==> config.mk <==
export PLATFORM = sky130hd
export DESIGN_NAME = fifo_room_buffer
export DESIGN_NICKNAME = d
export VERILOG_FILES = /design/src/rtl/fifo_room_buffer.sv
export SDC_FILE = /design/constraint.sdc
export NUM_CORES = 1
export LEC_CHECK = 0
export BUFFER_PORTS_ARGS = -buffer_cell sky130_fd_sc_hd__buf_2
export CAP_MARGIN = 20
export CORE_UTILIZATION = 65
export DETAILED_ROUTE_END_ITERATION = 8
export GPL_TIMING_DRIVEN = 0
export MAX_ROUTING_LAYER = met4
export PLACE_DENSITY = 0.79
export SYNTH_ARGS = -nofsm -noshare
export SYNTH_HDL_FRONTEND = slang
export SYNTH_SLANG_ARGS = --single-unit
==> constraint.sdc <==
create_clock -name clk -period 6.05 [get_ports clk]
set_clock_uncertainty 0.15 [all_clocks]
set_input_delay 0.3025 -clock clk [delete_from_list [all_inputs] [get_ports clk]]
set_output_delay 0.3025 -clock clk [all_outputs]
set_load 0.01 [all_outputs]
==> src/rtl/fifo_room_buffer.sv <==
// Dual-queue sample buffer behind the master FIFO control FSM.
// Queue 1 holds Manor samples and queue 2 holds Cellar samples; each queue reports its empty/full state and occupancy.
module fifo_room_buffer #(
  parameter int unsigned DW    = 8,
  parameter int unsigned DEPTH = 16,
  parameter int unsigned AW    = 4
) (
  input  logic          clk,
  input  logic          rst,
  input  logic          clear,
  input  logic          en_cw,
  input  logic [1:0]    sel,
  input  logic [DW-1:0] wr_data,
  input  logic          en_cr1,
  input  logic          en_cr2,
  output logic [DW-1:0] rd_data,
  output logic          rd_valid,
  output logic          rd_src,
  output logic          hitr1,
  output logic          hitr2,
  output logic          full1,
  output logic          full2,
  output logic [AW:0]   cnt1,
  output logic [AW:0]   cnt2,
  output logic          ovf1,
  output logic          ovf2
);

  localparam int unsigned PW = AW + 1;

  logic [DW-1:0] mem1 [DEPTH];
  logic [DW-1:0] mem2 [DEPTH];
  logic [PW-1:0] wp1, rp1, wp2, rp2;

  logic wr1_c, wr2_c, push1_c, push2_c, pop1_c, pop2_c;

  // Flags are combinational from the registered pointers.
  assign hitr1 = (wp1 == rp1);
  assign hitr2 = (wp2 == rp2);
  assign full1 = (wp1[AW-1:0] == rp1[AW-1:0]) && (wp1[AW] != rp1[AW]);
  assign full2 = (wp2[AW-1:0] == rp2[AW-1:0]) && (wp2[AW] != rp2[AW]);
  assign cnt1  = PW'(wp1 - rp1);
  assign cnt2  = PW'(wp2 - rp2);

  // Clear overrides all traffic; en_cr1 masks en_cr2 even when queue 1 is empty.
  always_comb begin
    wr1_c   = 1'b0;
    wr2_c   = 1'b0;
    push1_c = 1'b0;
    push2_c = 1'b0;
    pop1_c  = 1'b0;
    pop2_c  = 1'b0;
    if (!clear) begin
      wr1_c   = en_cw && (sel == 2'b01);
      wr2_c   = en_cw && (sel == 2'b10);
      push1_c = wr1_c && !full1;
      push2_c = wr2_c && !full2;
      pop1_c  = en_cr1 && !hitr1;
      pop2_c  = !en_cr1 && en_cr2 && !hitr2;
    end
  end

  // Storage is intentionally left out of reset.
  always_ff @(posedge clk) begin
    if (push1_c) mem1[wp1[AW-1:0]] <= wr_data;
    if (push2_c) mem2[wp2[AW-1:0]] <= wr_data;
  end

  always_ff @(posedge clk or negedge rst) begin
    if (!rst) begin
      wp1      <= '0;
      rp1      <= '0;
      wp2      <= '0;
      rp2      <= '0;
      ovf1     <= 1'b0;
      ovf2     <= 1'b0;
      rd_data  <= '0;
      rd_valid <= 1'b0;
      rd_src   <= 1'b0;
    end else if (clear) begin
      wp1      <= '0;
      rp1      <= '0;
      wp2      <= '0;
      rp2      <= '0;
      ovf1     <= 1'b0;
      ovf2     <= 1'b0;
      rd_valid <= 1'b0;
    end else begin
      if (push1_c) wp1 <= PW'(wp1 + PW'(1));
      if (push2_c) wp2 <= PW'(wp2 + PW'(1));
      if (wr1_c && full1) ovf1 <= 1'b1;
      if (wr2_c && full2) ovf2 <= 1'b1;
      rd_valid <= pop1_c || pop2_c;
      if (pop1_c) begin
        rd_data <= mem1[rp1[AW-1:0]];
        rd_src  <= 1'b0;
        rp1     <= PW'(rp1 + PW'(1));
      end else if (pop2_c) begin
        rd_data <= mem2[rp2[AW-1:0]];
        rd_src  <= 1'b1;
        rp2     <= PW'(rp2 + PW'(1));
      end
    end
  end

endmodule

==> summary.md <==
| Metric | Value |
|---|---|
| Status | finished, final reports clean |
| Worst-margin pin slew | 880 ps |
| Area grow syn2layout | 11.8% |
| Seq pwr share | 53.5% |
| Reg2reg start | rp2[3] |
| CP Cell Sequence | clkinv_1 > buf_1 > ha_1 > nand4_1 > clkbuf_1 > o211a_1 > nand2_1 > nor2_1 |
| WHS | about 61 ps |
| Max incr delay on CP | around 700 ps |
| Int Pwr | between 3 and 4 mW |
| Relative slew slack | 41.1% |
| Flip-flop and latch count after synthesis | 288 |
| CTS Buf Count | 28 |
| CP Data Required Time | 6060 ps |
| Clock Power Share | about two fifths |
| GRT Overall Usage | between 20 and 30% |
| Worst setup path endpoint | mem2[5][2] |
| Worst R2R Path Depth | 8 |
| DR vias/cell | ~6.3 |
| Row count | between 40 and 50 |
| Syn_nets | roughly 670 |
| TritonCTS clock tree | yes |
| Die area | 0.0189 mm² |
| Sw frac | between 20 and 25% |
| Die width | about 140 µm |
| Total Neg Setup Slack | 0 ps |
| Cell depth of the worst setup path | 8 |
| Total iterations of the first detailed-routing run | 5 |
| Clk pin slew, worst setup/hold paths | around 60 ps |
| Ys async rst share | between 10% and 20% |
| Yosys Warn Count | 0 |
| HPWL Detailed | ~16000 µm |
| Final WL | around 24000 µm |
| Max_cap viols | 0 |
| Min Clock Period, post-route | ~3800 ps |
| Reg2reg end | mem2[5][2] |
| I/O Buffers | 40 |
| Final Cycle Share | 63.2% |
| Vias post-DR | approximately 6000 |
| R2R setup slack | about 2200 ps |
| Clock Root Buffer | clkbuf_16 |
| CORE AREA | approximately 0.018 mm² |
| Unrepaired setup endpoints after global routing | no |
| Critical Setup Path Class | register to register |
| Crit Path Max Fanout | 10 |
| Startpoint Class | register |
| Psw | around 0.91 mW |
| DIE HEIGHT | 137 µm |
| Fillers | 1012 |
| WL/cell | 25.1 µm |
| Final Hold Vio Count | 0 |
| Clock latency on the worst-skew pair | approximately 540 ps |
| Crit-path slowest cell | nor2_1 |
| Initial DRC count | 422 |
| Resize count post-CTS | 0 |
| Initial core utilization | 66.4% |
| Global-route wire length before repair | 36500 µm |
| Post-synth EDFFs | 256 |
| Post-DRT Antenna Nets | 0 |
| DR DRC count | 0 |
| Combinational power share | approximately 7.8% |
| Maximum clock rate | ~260 MHz |
| Worst Setup End Kind | register |
| Ratio of cells with drive above 1 in the final layout | between 20% and 30% |
| Vias in the first global route | around 6300 |
| Largest net degree at the start of global routing | 33 |
| Peak VDD IR | 0.399 mV |
| Gpl congestion | ~0.8 |
| Most used DFF post-synth | edfxtp_1 |
| HP Start | en_cr1 |
| Leak | ~4.7 nW |
| WP buf/inv | 3 |
| CP Data Arrival Time | 3830 ps |
| CTS Buffer Depth | 3 |
| Synthesized instance count | 630 |
| Nets@finish | approximately 750 |
| Synth Cell Area | roughly 0.012 mm² |
| Launch point of the worst path | rp2[3] |
| Type of the worst min-delay path | primary input to register |
| Clock sink count | about 290 |
| Initial antenna violation count | 0 |
| Fin. max-slew vios | 0 |
| Register area share after synthesis | between 70 and 80% |
| Unique masters post-synth | 46 |
| GRT Residual Overflow | 0 |
| CTS H-Tree Depth | 1 |
| Pwr dens | between 300 and 400 mW/mm² |
| Delay-heaviest family, CP | buffers and inverters |
| I/O Pins | between 40 and 50 |
| Mean post-synth cell area | ~19 µm² |
| Diodes inserted | 0 |
| Setup violators final | 0 |
[power groups by stage]
stage | registers, mW | clock network [mW] | logic (mW)
after global routing | 2.23 | 1.70 | 0.353
after detailed placement | 2.27 | 0 | 0.325
after CTS | 2.23 | 1.62 | 0.330
final | 2.23 | 1.61 | 0.327
after floorplan | 2.27 | 0 | 0.185
after global placement | 2.27 | 0 | 0.316
[cell type report]
type	instances	area, µm²	share of cell area [%]
clock buffer	33	741	5.56
tap	229	287	2.15
timing repair buffer	50	275	2.07
multi-input combinational	291	3160	23.7
sequential	288	8490	63.7
clock inverter	16	100	0.751
inverter	23	86.3	0.648
buffer	28	188	1.41
[tightest hold or removal path, stage by stage]
cell	delay [ps]
buf_2	120
o211ai_1	130
xnor2_1	80
nor2_1	70
[worst min path at each step]
stage	endpoint	slack, ps	cells past startpoint
2_1_floorplan	ovf1	-140	0
3_3_place_gp	wp2[3]	250	1
3_5_place_dp	wp2[2]	260	1
4_1_cts	rp1[2]	50	4
5_1_grt	rp1[2]	100	4
6_report	rp1[2]	60	4
[metal layers]
metal	wire length (µm)	share of wire [%]	GRT usage (%)	up-vias
met4	546	2.3	8.00	0
met5	0	0	-	-
met3	1050	4.3	3.24	35
li1	-	-	-	2675
met2	12900	53	48.7	156
met1	9600	40	35.6	3154
[flip-flops by register name, indices dropped and copies added (netlist names)]
register  flops
rp2           5
ovf1          1
rd_data       8
rd_src        1
ovf2          1
wp1           5
rp1           5
wp2           5
mem1        128
rd_valid      1
mem2        128
[metrics by stage]
step           instances  utilization (%)  power [mW]  setup WS, ps  cell area, µm²
5_1_grt              958             74.2        4.29          1990           13300
3_5_place_dp         907             69.4        2.60          2250           12500
2_1_floorplan        630                -        2.46          2970           11900
3_3_place_gp         899             69.1        2.59          2050           12400
6_report             958             74.2        4.17          2230           13300
4_1_cts              958             74.2        4.18          2230           13300
[logic make-up (layout without fill, tap and decap cells)]
kind of cell / count (synthesis) / after routing / share of synthesized area [%]
xor gates and xnor gates: 20 / 20 / 1.53
and+or+nand+nor: 89 / 89 / 3.36
AOI/OAI and AO/OA: 56 / 56 / 3.22
buffers and inverters: 51 / 150 / 2.30
adders and majority gates: 20 / 20 / 2.22
muxes: 106 / 106 / 16.2
DFF: 288 / 288 / 71.2
[Yosys cell counts (all sizes together) (7+ instances only)]
master / number / area (µm²)
edfxtp: 256 / 7690
mux4: 64 / 1480
nor2: 47 / 176
dfrtp: 32 / 801
inv: 22 / 82.6
buf: 21 / 161
mux2: 21 / 236
mux2i: 21 / 210
ha: 18 / 225
nand2: 13 / 48.8
a21oi: 12 / 60.1
xnor2: 10 / 87.6
xor2: 10 / 95.1
nor3: 8 / 40.0
o21ai: 8 / 43.8
a221oi: 7 / 61.3
clkbuf: 7 / 26.3
o211ai: 7 / 52.6
o22ai: 7 / 43.8
[placed cells by master (no fill, tap or decap), types with 12 or more instances in the layout]
cell type	synthesis	final
edfxtp_1	256	256
mux2_2	21	21
nor2_1	47	47
ha_1	18	18
nand2_1	13	13
a21oi_1	12	12
buf_2	8	50
mux4_2	53	53
dfrtp_1	32	32
inv_1	21	21
mux2i_1	21	21
clkbuf_16	0	29
[timing repair]
item | CTS | global route
endpoints found under the hold margin | 34 | 0
buffers inserted | 0 | 0
endpoints found under the setup margin | 0 | 0
hold buffers | 2 | 0
Note: power is estimated with default switching activity, not from simulation.
